`src/rtl/lcd_pkg.sv`:
```
// Shared types and constants for the LCD VRAM scheduler: FSM encoding, default line length, pixel word.
package lcd_pkg;

    typedef enum logic [1:0] {
        ST_IDLE  = 2'd0,
        ST_FETCH = 2'd1,
        ST_DRAIN = 2'd2,
        ST_HOST  = 2'd3
    } state_t;

    localparam int LINE_WORDS_DEF = 800;

    typedef logic [15:0] rgb565_t;

endpackage

```
`src/rtl/lcd_fetch_counter.sv`:
```
// Word index within the current line plus the per-line VRAM base address.
// Base advances by one line stride per completed line and wraps silently at 2**ADDR_W.
module lcd_fetch_counter
    import lcd_pkg::*;
#(
    parameter int ADDR_W     = 16,
    parameter int LINE_WORDS = LINE_WORDS_DEF,
    parameter int LB_AW      = 10
) (
    input  logic              PixelClk,
    input  logic              nRST,
    input  logic              cnt_clr,
    input  logic              cnt_inc,
    input  logic              base_zero,
    input  logic              base_adv,
    output logic [LB_AW-1:0]  cnt,
    output logic [ADDR_W-1:0] base,
    output logic              cnt_last
);

    logic [LB_AW-1:0]  cnt_q,  cnt_d;
    logic [ADDR_W-1:0] base_q, base_d;

    always_comb begin
        cnt_d = cnt_q;
        if (cnt_clr) begin
            cnt_d = '0;
        end else if (cnt_inc) begin
            cnt_d = cnt_q + LB_AW'(1);
        end

        base_d = base_q;
        if (base_zero) begin
            base_d = '0;
        end else if (base_adv) begin
            base_d = base_q + ADDR_W'(LINE_WORDS);
        end
    end

    always_ff @(posedge PixelClk or negedge nRST) begin
        if (!nRST) begin
            cnt_q  <= '0;
            base_q <= '0;
        end else begin
            cnt_q  <= cnt_d;
            base_q <= base_d;
        end
    end

    assign cnt      = cnt_q;
    assign base     = base_q;
    assign cnt_last = (cnt_q == LB_AW'(LINE_WORDS - 1));

endmodule

```
`src/rtl/lcd_vram_scheduler.sv`:
```
// Arbitrates the single-port VRAM: line prefetch into the LCD line buffer has priority, host writes fill idle cycles.
// mem_* are registered on the request-sampling edge; line-buffer writes trail each read by one cycle.
module lcd_vram_scheduler
    import lcd_pkg::*;
#(
    parameter int ADDR_W     = 16,
    parameter int DATA_W     = 16,
    parameter int LINE_WORDS = LINE_WORDS_DEF,
    parameter int LB_AW      = 10
) (
    input  logic              PixelClk,
    input  logic              nRST,
    input  logic              frame_start,
    input  logic              line_req,
    input  logic              host_req,
    input  logic [ADDR_W-1:0] host_addr,
    input  logic [DATA_W-1:0] host_wdata,
    output logic              host_ack,
    output logic [ADDR_W-1:0] mem_addr,
    output logic              mem_we,
    output logic [DATA_W-1:0] mem_wdata,
    output logic              mem_re,
    input  logic [DATA_W-1:0] mem_rdata,
    output logic              lb_we,
    output logic [LB_AW-1:0]  lb_addr,
    output logic [DATA_W-1:0] lb_wdata,
    output logic              fetch_done,
    output logic              err_overrun
);

    state_t            state_q, state_d;
    logic [ADDR_W-1:0] mem_addr_q, mem_addr_d;
    logic [DATA_W-1:0] mem_wdata_q, mem_wdata_d;
    logic              mem_we_q, mem_we_d;
    logic              mem_re_q, mem_re_d;
    logic              host_ack_q, host_ack_d;
    logic              fetch_done_q, fetch_done_d;
    logic              err_overrun_q, err_overrun_d;
    logic              zero_pend_q, zero_pend_d;
    logic              lb_we_q, lb_we_d;
    logic [LB_AW-1:0]  lb_addr_q, lb_addr_d;

    logic              cnt_clr, cnt_inc, base_zero, base_adv, cnt_last;
    logic [LB_AW-1:0]  cnt;
    logic [ADDR_W-1:0] base;

    lcd_fetch_counter #(
        .ADDR_W     (ADDR_W),
        .LINE_WORDS (LINE_WORDS),
        .LB_AW      (LB_AW)
    ) u_cnt (
        .PixelClk  (PixelClk),
        .nRST      (nRST),
        .cnt_clr   (cnt_clr),
        .cnt_inc   (cnt_inc),
        .base_zero (base_zero),
        .base_adv  (base_adv),
        .cnt       (cnt),
        .base      (base),
        .cnt_last  (cnt_last)
    );

    always_comb begin
        state_d       = state_q;
        mem_re_d      = 1'b0;
        mem_we_d      = 1'b0;
        mem_addr_d    = '0;
        mem_wdata_d   = '0;
        host_ack_d    = 1'b0;
        fetch_done_d  = 1'b0;
        err_overrun_d = err_overrun_q & ~frame_start;
        zero_pend_d   = zero_pend_q;
        cnt_clr       = 1'b0;
        cnt_inc       = 1'b0;
        base_zero     = 1'b0;
        base_adv      = 1'b0;

        // A line request always (re)starts the fetch from word 0, from any state.
        if (line_req) begin
            if (state_q == ST_FETCH || state_q == ST_DRAIN) begin
                err_overrun_d = 1'b1;
            end
            state_d    = ST_FETCH;
            mem_re_d   = 1'b1;
            mem_addr_d = frame_start ? '0 : base;
            cnt_clr    = 1'b1;
            if (frame_start) begin
                base_zero   = 1'b1;
                zero_pend_d = 1'b0;
            end
        end else begin
            unique case (state_q)
                ST_IDLE: begin
                    base_zero = frame_start;
                    if (host_req) begin
                        state_d     = ST_HOST;
                        mem_we_d    = 1'b1;
                        mem_addr_d  = host_addr;
                        mem_wdata_d = host_wdata;
                        host_ack_d  = 1'b1;
                    end
                end
                ST_HOST: begin
                    base_zero = frame_start;
                    state_d   = ST_IDLE;
                end
                ST_FETCH: begin
                    // A frame restart mid-line must not disturb the addresses already in flight.
                    if (frame_start) begin
                        zero_pend_d = 1'b1;
                    end
                    if (cnt_last) begin
                        state_d = ST_DRAIN;
                    end else begin
                        cnt_inc    = 1'b1;
                        mem_re_d   = 1'b1;
                        mem_addr_d = base + ADDR_W'(cnt) + ADDR_W'(1);
                    end
                end
                ST_DRAIN: begin
                    fetch_done_d = 1'b1;
                    state_d      = ST_IDLE;
                    if (zero_pend_q || frame_start) begin
                        base_zero   = 1'b1;
                        zero_pend_d = 1'b0;
                    end else begin
                        base_adv = 1'b1;
                    end
                end
                default: state_d = ST_IDLE;
            endcase
        end

        lb_we_d   = mem_re_q;
        lb_addr_d = mem_re_q ? cnt : '0;
    end

    always_ff @(posedge PixelClk or negedge nRST) begin
        if (!nRST) begin
            state_q       <= ST_IDLE;
            mem_re_q      <= 1'b0;
            mem_we_q      <= 1'b0;
            mem_addr_q    <= '0;
            mem_wdata_q   <= '0;
            host_ack_q    <= 1'b0;
            fetch_done_q  <= 1'b0;
            err_overrun_q <= 1'b0;
            zero_pend_q   <= 1'b0;
            lb_we_q       <= 1'b0;
            lb_addr_q     <= '0;
        end else begin
            state_q       <= state_d;
            mem_re_q      <= mem_re_d;
            mem_we_q      <= mem_we_d;
            mem_addr_q    <= mem_addr_d;
            mem_wdata_q   <= mem_wdata_d;
            host_ack_q    <= host_ack_d;
            fetch_done_q  <= fetch_done_d;
            err_overrun_q <= err_overrun_d;
            zero_pend_q   <= zero_pend_d;
            lb_we_q       <= lb_we_d;
            lb_addr_q     <= lb_addr_d;
        end
    end

    assign mem_re      = mem_re_q;
    assign mem_we      = mem_we_q;
    assign mem_addr    = mem_addr_q;
    assign mem_wdata   = mem_wdata_q;
    assign host_ack    = host_ack_q;
    assign fetch_done  = fetch_done_q;
    assign err_overrun = err_overrun_q;
    assign lb_we       = lb_we_q;
    assign lb_addr     = lb_addr_q;
    // Read data is only valid in the return cycle, so it passes straight through.
    assign lb_wdata    = lb_we_q ? mem_rdata : '0;

endmodule
```
`config.mk`:
```
export PLATFORM = sky130hd
export DESIGN_NAME = lcd_vram_scheduler
export DESIGN_NICKNAME = d
export VERILOG_FILES = /design/src/rtl/lcd_pkg.sv /design/src/rtl/lcd_fetch_counter.sv /design/src/rtl/lcd_vram_scheduler.sv
export SDC_FILE = /design/constraint.sdc
export NUM_CORES = 1
export LEC_CHECK = 0
export BUFFER_PORTS_ARGS = -buffer_cell sky130_fd_sc_hd__buf_2
export CAP_MARGIN = 20
export CORE_ASPECT_RATIO = 1.5
export CORE_MARGIN = 1.5
export CORE_UTILIZATION = 54
export DETAILED_ROUTE_END_ITERATION = 8
export PLACE_DENSITY_LB_ADDON = 0.12
export SLEW_MARGIN = 20
export SYNTH_ARGS = -nofsm -noshare
export SYNTH_HDL_FRONTEND = slang
export SYNTH_SLANG_ARGS = --single-unit
```
`constraint.sdc`:
```
create_clock -name PixelClk -period 3.2 [get_ports PixelClk]
set_clock_uncertainty 0.1 [all_clocks]
set_input_delay 0.48 -clock PixelClk [delete_from_list [all_inputs] [get_ports PixelClk]]
set_output_delay 0.48 -clock PixelClk [all_outputs]
set_load 0.005 [all_outputs]
```
==> results of run 1 <==
==> kinds of logic after synthesis <==
family / after synthesis / share of synthesized area (%)
xor gates and xnor gates: 24 / 6.004
muxes: 4 / 1.144
DFF: 71 / 50.75
AOI/OAI and AO/OA: 65 / 12.62
adders and majority gates: 10 / 3.574
and+or+nand+nor: 139 / 22.30
buffers and inverters: 25 / 3.610
==> cell usage after synthesis, drive strengths merged, types with 10 or more instances <==
master,n
dfrtp,71
and2,47
nand2,25
nor2,25
a21oi,18
o21ai,17
xor2,14
clkbuf,13
a22oi,12
nand3,12
ha,10
xnor2,10
==> placed cells by master, fill, tap and decap left out, types with 2 or more instances in the layout <==
master	synthesis	layout
and4_1	2	2
nor3_1	5	5
bufinv_16	0	3
and2_1	46	46
mux2i_1	4	4
dfrtp_1	71	71
nor2_1	25	25
nand3_1	12	12
a21oi_1	18	18
nand4_1	3	3
o31ai_1	2	2
nand2b_1	5	5
o211ai_1	2	2
and2b_2	3	3
o21ai_0	17	17
or3_1	2	2
and3_1	2	2
o21bai_1	2	2
buf_2	1	116
xnor2_1	10	10
nand2_1	25	25
a22oi_1	12	12
clkbuf_8	1	10
or3_2	2	2
nor2b_1	2	2
inv_1	8	8
xor2_1	14	14
ha_1	10	10
clkinv_2	0	2
==> power groups by stage <==
stage	sequential [W]	combinational (W)	clock (W)
6_report	0.00108	0.000638	0.000868
3_5_place_dp	0.00110	0.000641	0
5_1_grt	0.00110	0.000718	0.000935
4_1_cts	0.00108	0.000649	0.000889
2_1_floorplan	0.00108	0.000415	0
3_3_place_gp	0.00109	0.000637	0
==> critical path, cell delays in order, from the launching register on <==
cell and delay, ns:
dfrtp_1 0.47, ha_1 0.43, nand3_1 0.13, o31ai_1 0.33, a22oi_1 0.20, or3_2 0.44, o211ai_1 0.10
==> metal layers <==
layer | global-route usage, % | vias to the layer above | routed length (um)
met5 | 0 | - | 0
met4 | 9.050 | 0 | 128
met3 | 7.444 | 10 | 489
met2 | 40.83 | 89 | 4088
met1 | 28.54 | 1373 | 3130
li1 | - | 1379 | -
==> final timing paths <==
path | start | cells after the start | to
worst min-delay path | nRST | 1 | mem_wdata[3]$_DFF_PN0_
max in group asynchronous | nRST | 2 | mem_addr[15]$_DFF_PN0_
min in group PixelClk | host_wdata[2] | 2 | mem_wdata[2]$_DFF_PN0_
worst max register to register | u_cnt.base[8]$_DFFE_PN0P_ | 6 | mem_addr[11]$_DFF_PN0_
worst min register to register | err_overrun$_DFF_PN0_ | 2 | err_overrun$_DFF_PN0_
worst max-delay path | u_cnt.base[8]$_DFFE_PN0P_ | 6 | mem_addr[11]$_DFF_PN0_
==> through the flow <==
| step | hold WS [ns] | power [W] | setup WS (ns) | cells | util, % |
|---|---|---|---|---|---|
| after floorplan | 0.08441 | 0.001497 | 1.117 | 338 | - |
| after global placement | 0.4088 | 0.001732 | 1.031 | 513 | 66.02 |
| after detailed placement | 0.4223 | 0.001740 | 0.9566 | 513 | 66.02 |
| after CTS | 0.1504 | 0.002624 | 0.9303 | 529 | 69.96 |
| after global routing | 0.1993 | 0.002751 | 0.7163 | 529 | 69.96 |
| final | 0.1334 | 0.002589 | 0.9195 | 529 | 69.96 |
==> state kept, by name, indices dropped and copies added (netlist names), 2 cells and up <==
| name | flops |
|---|---|
| state_q | 2 |
| lb_addr | 10 |
| mem_addr | 16 |
| u_cnt.base | 11 |
| mem_wdata | 16 |
| u_cnt.cnt | 10 |
==> area by class of cell <==
cell class | instances | share of cell area, %
sequential | 71 | 40.84
multi-input combinational | 242 | 36.73
timing repair buffer | 118 | 13.98
clock buffer | 10 | 3.164
clock inverter | 6 | 2.473
tap | 74 | 2.128
inverter | 8 | 0.6903
==> impl_summary.log, run 1 <==
[metrics] clock latency on the worst-skew pair: roughly 0.35 ns
[metrics] dominant cells by area after synthesis: dfrtp_1, and2_1, ha_1, xor2_1, nand2_1
[metrics] Relative slew margins: 44.12%
[metrics] Post-CTS Setup Inserts: 0
[metrics] CTS sink count: 71
[metrics] switching part of the total power: 30.08%
[metrics] Chip Height: 101.6 um
[metrics] ports placed on the boundary: 117
[metrics] startpoint types: flop
[metrics] total of cells resized after clock tree synthesis: 0
[metrics] H-tree depth: 3
[metrics] power dissipated by switching net loads: just under 0.0008 W
[metrics] CTS Buffer Depth: 2
[metrics] clock input transition at the sequential cells of the worst setup and hold paths: 0.08 ns
[metrics] FF/Latch Area: 1777 um^2
[metrics] highest fanout seen on the critical path: 7
[metrics] TritonCTS clock tree: built
[metrics] width of the chip: 68.74 um
[metrics] share of synthesized flip-flops with an asynchronous set or reset: between 90% and 100%
[metrics] multi-input gate area in the final layout: 1598 um^2
[metrics] Final Cycle Share: 71.26%
[metrics] synth unique cells: 48
[metrics] post-route cell area: around 4400 um^2
[metrics] Fin Setup TNS: 0 ns
[metrics] Final Max Tran Viols: 0
[metrics] WS Path Type: flop to flop
[metrics] measured slew at the worst slew-check pin: 0.8382 ns
[metrics] area growth from synthesis to layout: 24.27%
[metrics] hold crit path type: primary input to asynchronous set/reset pin
[metrics] Syn Std Cell Area: 3501 um^2
[metrics] number of maximum-capacitance violations: 0
[metrics] clock network fraction of design power: 33.5%
[metrics] initial cell density of the core: 56.30%
[metrics] Final Hold Viols: 0
[metrics] number of nets in the finished design: 513
[metrics] antenna-violating nets left: 0
[metrics] Total Die Area: between 6000 and 7000 um^2
[metrics] post-synthesis sequential element count: 71
[metrics] portion of total power attributed to combinational logic: approximately 25%
[metrics] wire length of the first global-routing pass: 12570 um
[metrics] number of clock buffers inserted by TritonCTS: 9
[metrics] overall routing resource usage: 24.25%
[metrics] Cells after Synth: 338
[metrics] critical path endpoint category: flop
[metrics] min Tclk post-route: 2.280 ns
[metrics] initial antenna violation count: 0
[metrics] via-per-instance ratio: between 5 and 6
[metrics] vias in the first global route: 2715
[metrics] post-synthesis average cell area: 10.36 um^2
[metrics] cell type contributing the most total cell area after synthesis: dfrtp_1
[metrics] DRC viols: 0
[metrics] Post-synth EDFFs: 0
[metrics] run status: complete, no violations
[metrics] final antenna diode count: 0
[metrics] DP HPWL: between 5000 and 6000 um
[metrics] root buffer cell: clkbuf_8
[metrics] number of port buffers: between 100 and 150
[metrics] total number of yosys warnings: 0
[metrics] Final Setup Violations: 0
[metrics] RSZ-0062 raised after global routing: no
[metrics] peak supply drop: 0.0004286 V
[metrics] CTS Hold Bufs: 0
[metrics] Post-Route WL: 7835 um
[metrics] via total after detailed routing: between 2000 and 3000
[metrics] synthesized net count: 401
[metrics] fmax: 438.5 MHz
[metrics] R2R setup slack: 0.92 ns
[metrics] cell internal power dissipation: 0.001810 W
[metrics] endpoint required time on the critical path: between 3 and 4 ns
[metrics] Overflow after GRT: 0
[metrics] post-detailed-placement cell area: 4105 um^2
[metrics] Floorplan Core Area: 6218 um^2
[metrics] fraction of layout cells with a size suffix above 1: 32.53%
[metrics] post-DR wirelength/cell: 14.81 um
[metrics] RePlAce Congestion: 0.8599
[metrics] pin count of the biggest net entering global routing: 38
[metrics] violation count after the first detailed-route iteration: 117
[metrics] Reg power frac: 41.8%
[metrics] post-synth top area share: 50.75%
[metrics] Pleak: around 2.3 nW
[metrics] Power Density: 595.2 nW/um^2
[metrics] detailed-routing iteration count for the pre-antenna-repair pass: 4
[metrics] endpoint arrival time on the critical path: 2.44 ns
[metrics] placement row count: 35
[metrics] filler cell count: 494
[metrics] part of the Yosys area used for sequential elements: 50.75%
[metrics] Main synth FF type: dfrtp_1
(Power assumes the default switching activity.)
==> run 2: changes to the inputs <==
ABC_AREA = 1   (was not set)
CORE_UTILIZATION = 46   (was 54)
clock period = 1.85 ns   (was 3.2 ns; I/O delays follow)
==> run 2 against run 1 <==
  * Final area rose by 13%
  * Register-to-register slack got worse by 0.81 ns
  * Count of clock-buffer cells in the layout rose by 1
  * Utilization shrank 5.2 points
  * Synthesized cell count grew 45%
  * Clock power rose by 96%
  * Maximum frequency increased by 31%
  * Area after synthesis up 3.8%
  * Largest power group unchanged
  * Setup slack worse by 0.81 ns
  * Sequential power up 74%
==> impl_summary.log, run 2 <==
[metrics] measured slew at the worst slew-check pin: 0.4693 ns
[metrics] min Tclk post-route: 1.741 ns
[metrics] post-detailed-placement cell area: 4491 um^2
[metrics] number of maximum-capacitance violations: 0
[metrics] initial cell density of the core: between 40% and 50%
[metrics] worst r2r src: u_cnt.cnt[6]$_DFFE_PN0P_
[metrics] highest fanout seen on the critical path: 4
[metrics] endpoint arrival time on the critical path: 1.91 ns
[metrics] Post-Synth Adder-Cell Area: approximately 3.4%
[metrics] post-DR wirelength/cell: approximately 13 um
[metrics] startpoint types: flop
[metrics] post-synth top area share: 48.91%
[metrics] critical path endpoint category: flop
[metrics] H-tree depth: 3
[metrics] post-route cell area: 4931 um^2
[metrics] Relative slew margins: between 60% and 70%
[metrics] post-synthesis sequential element count: 71
[metrics] fmax: between 500 and 600 MHz
[metrics] Chip Height: 111.8 um
[metrics] violation count after the first detailed-route iteration: 129
[metrics] Final Hold Viols: 0
[metrics] post-synthesis average cell area: 7.413 um^2
[metrics] share of synthesized cell area in and, or, nand and nor gates: 26.49%
[metrics] run status: complete, no violations
[metrics] clock input transition at the sequential cells of the worst setup and hold paths: 0.05 ns
[metrics] dominant cells by area after synthesis: dfrtp_1, nand2_1, inv_1, nor2_1, a21oi_1
[metrics] placement row count: 39
[metrics] Reg2Reg Depth: 9
[metrics] via-per-instance ratio: around 4.7
[metrics] clock latency on the worst-skew pair: around 0.33 ns
[metrics] number of nets in the finished design: 694
[metrics] Final Setup Violations: 0
[metrics] detailed-routing iteration count for the pre-antenna-repair pass: 6
[metrics] destination of the critical timing path: mem_addr[7]$_DFF_PN0_
[metrics] Pleak: 2.972 nW
[metrics] Total Die Area: 8449 um^2
[metrics] Synth Area in Compound Gates: 8.302%
[metrics] most common cell after layout, fill and taps aside: nand2_1
[metrics] area growth from synthesis to layout: 35.76%
[metrics] DRC viols: 0
[metrics] combinational family with the most area after synthesis: simple AND/OR/NAND/NOR gates
[metrics] number of port buffers: 116
[metrics] WS Path Type: flop to flop
[metrics] share of the synthesized netlist area taken by xor and xnor gates: 1.206%
[metrics] CTS Buffer Depth: 2
[metrics] Critical R2R Capture: mem_addr[7]$_DFF_PN0_
[metrics] most common cell in the synthesized netlist: nand2_1
[metrics] endpoint required time on the critical path: 2.02 ns
[metrics] wire length of the first global-routing pass: 14830 um
[metrics] hold crit path type: primary input to flop
[metrics] overall routing resource usage: 23.58%
[metrics] pin count of the biggest net entering global routing: 72
[metrics] proportion of synthesized area in mux cells: 0%
[metrics] synth unique cells: 30
[metrics] peak supply drop: between 0.0006 and 0.0007 V
[metrics] number of clock buffers inserted by TritonCTS: 9
[metrics] via total after detailed routing: 3442
[metrics] DP HPWL: 7280 um
[metrics] part of the Yosys area used for sequential elements: about half
[metrics] Overflow after GRT: 0
[metrics] commonest cells in the synthesized netlist: nand2_1, inv_1, dfrtp_1
[metrics] antenna-violating nets left: 0
[metrics] fraction of layout cells with a size suffix above 1: 29.87%
[metrics] RePlAce Congestion: 0.8526
[metrics] ports placed on the boundary: 117
[metrics] Post-Route WL: 9622 um
[metrics] total number of yosys warnings: 0
[metrics] post-layout power: 0.004991 W
[metrics] Post-CTS Setup Inserts: 0
[metrics] Post-synth EDFFs: 0
[metrics] Floorplan Core Area: 7612 um^2
[metrics] Main synth FF type: dfrtp_1
[metrics] CTS sink count: 71
[metrics] cell type contributing the most total cell area after synthesis: dfrtp_1
[metrics] width of the chip: about 76 um
[metrics] vias in the first global route: approximately 3300
[metrics] start point of the critical path: u_cnt.cnt[6]$_DFFE_PN0P_
[metrics] R2R setup slack: 0.11 ns
[metrics] most frequent cells in the layout: nand2_1, buf_2, inv_1, dfrtp_1, nor2_1
[metrics] root buffer cell: clkbuf_16
[metrics] initial antenna violation count: 0
[metrics] TritonCTS clock tree: built
[metrics] Cells after Synth: roughly 500
[metrics] Final Max Tran Viols: 0
[metrics] Power Density: 1012 nW/um^2
[metrics] Syn Std Cell Area: approximately 3600 um^2
[metrics] share of synthesized flip-flops with an asynchronous set or reset: 100.0%
[metrics] final antenna diode count: 0
[metrics] synthesized net count: 553
[metrics] Final Cycle Share: 94.09%
==> run 2: power breakdown <==
part	internal [W]	total, W	leakage [nW]	switching [W]
logic	0.000634	0.00140	1.87	0.000771
clock network	0.00108	0.00170	0.138	0.000628
registers	0.00174	0.00188	0.967	0.000143
==> run 2: final cells by class <==
cell class / count / area, um^2
multi-input combinational: 311 / 1548
timing repair buffer: 144 / 825.8
fill: 708 / 2681
clock buffer: 11 / 242.7
inverter: 94 / 352.8
sequential: 71 / 1777
clock inverter: 5 / 57.56
tap: 102 / 127.6
==> run 2: what timing repair did <==
| action | CTS | global route |
|---|---|---|
| gates cloned | 0 | 1 |
| hold endpoints to repair | 71 | 0 |
| pin swaps | 0 | 4 |
| setup endpoints to repair | 3 | 17 |
| resized for setup | 1 | 34 |
| hold buffers | 1 | 0 |
==> run 2: kinds of logic (layout without fill, tap and decap cells) <==
logic type      after synthesis  count (layout)
simple gates                238             238
fa+ha+maj                    10              10
xor+xnor                      5               5
compound gates               58              58
buf+inv                     108             254
flops                        71              71
==> run 2: worst min-delay path by stage <==
stage               cells past startpoint  slack (ns)                 endpoint           start
floorplan                               0       -0.12    err_overrun$_DFF_PN0_            nRST
global placement                        2        0.23   mem_wdata[8]$_DFF_PN0_            nRST
detailed placement                      2        0.23   mem_wdata[8]$_DFF_PN0_            nRST
CTS                                     3        0.03  mem_wdata[13]$_DFF_PN0_  host_wdata[13]
global route                            3        0.05   mem_wdata[0]$_DFF_PN0_   host_wdata[0]
finish                                  3        0.05  mem_wdata[13]$_DFF_PN0_  host_wdata[13]
==> run 2: worst max-delay path: stages (launching register included) <==
cell and delay [ns]:
dfrtp_1 0.42, ha_4 0.31, nand2_2 0.07, nor2_2 0.12
nand2_1 0.07, nand2_2 0.10, nor2_1 0.05, o21ai_0 0.25
nand2_1 0.09, nand2_1 0.08
==> run 2: per-stage QoR <==
step                      setup slack, ns  util (%)  cells  hold WS [ns]  setup TNS [ns]
final                              0.1093     64.78    738       0.04733               0
after global routing           -0.0006384     64.78    738       0.04816      -0.0006384
after CTS                        0.008697     63.23    737       0.03423               0
after detailed placement         0.009064     58.99    720        0.2336               0
after global placement            0.03437     58.99    720        0.2295               0
after floorplan                    0.1988         -    490       -0.1181               0
==> run 2: routing by layer <==
metal,GRT usage [%],wire length [um],share of wire [%]
met4,9.524,176,1.8
met5,0,0,0
met3,5.068,548,5.7
met2,42.63,5167,54
met1,25.53,3729,39
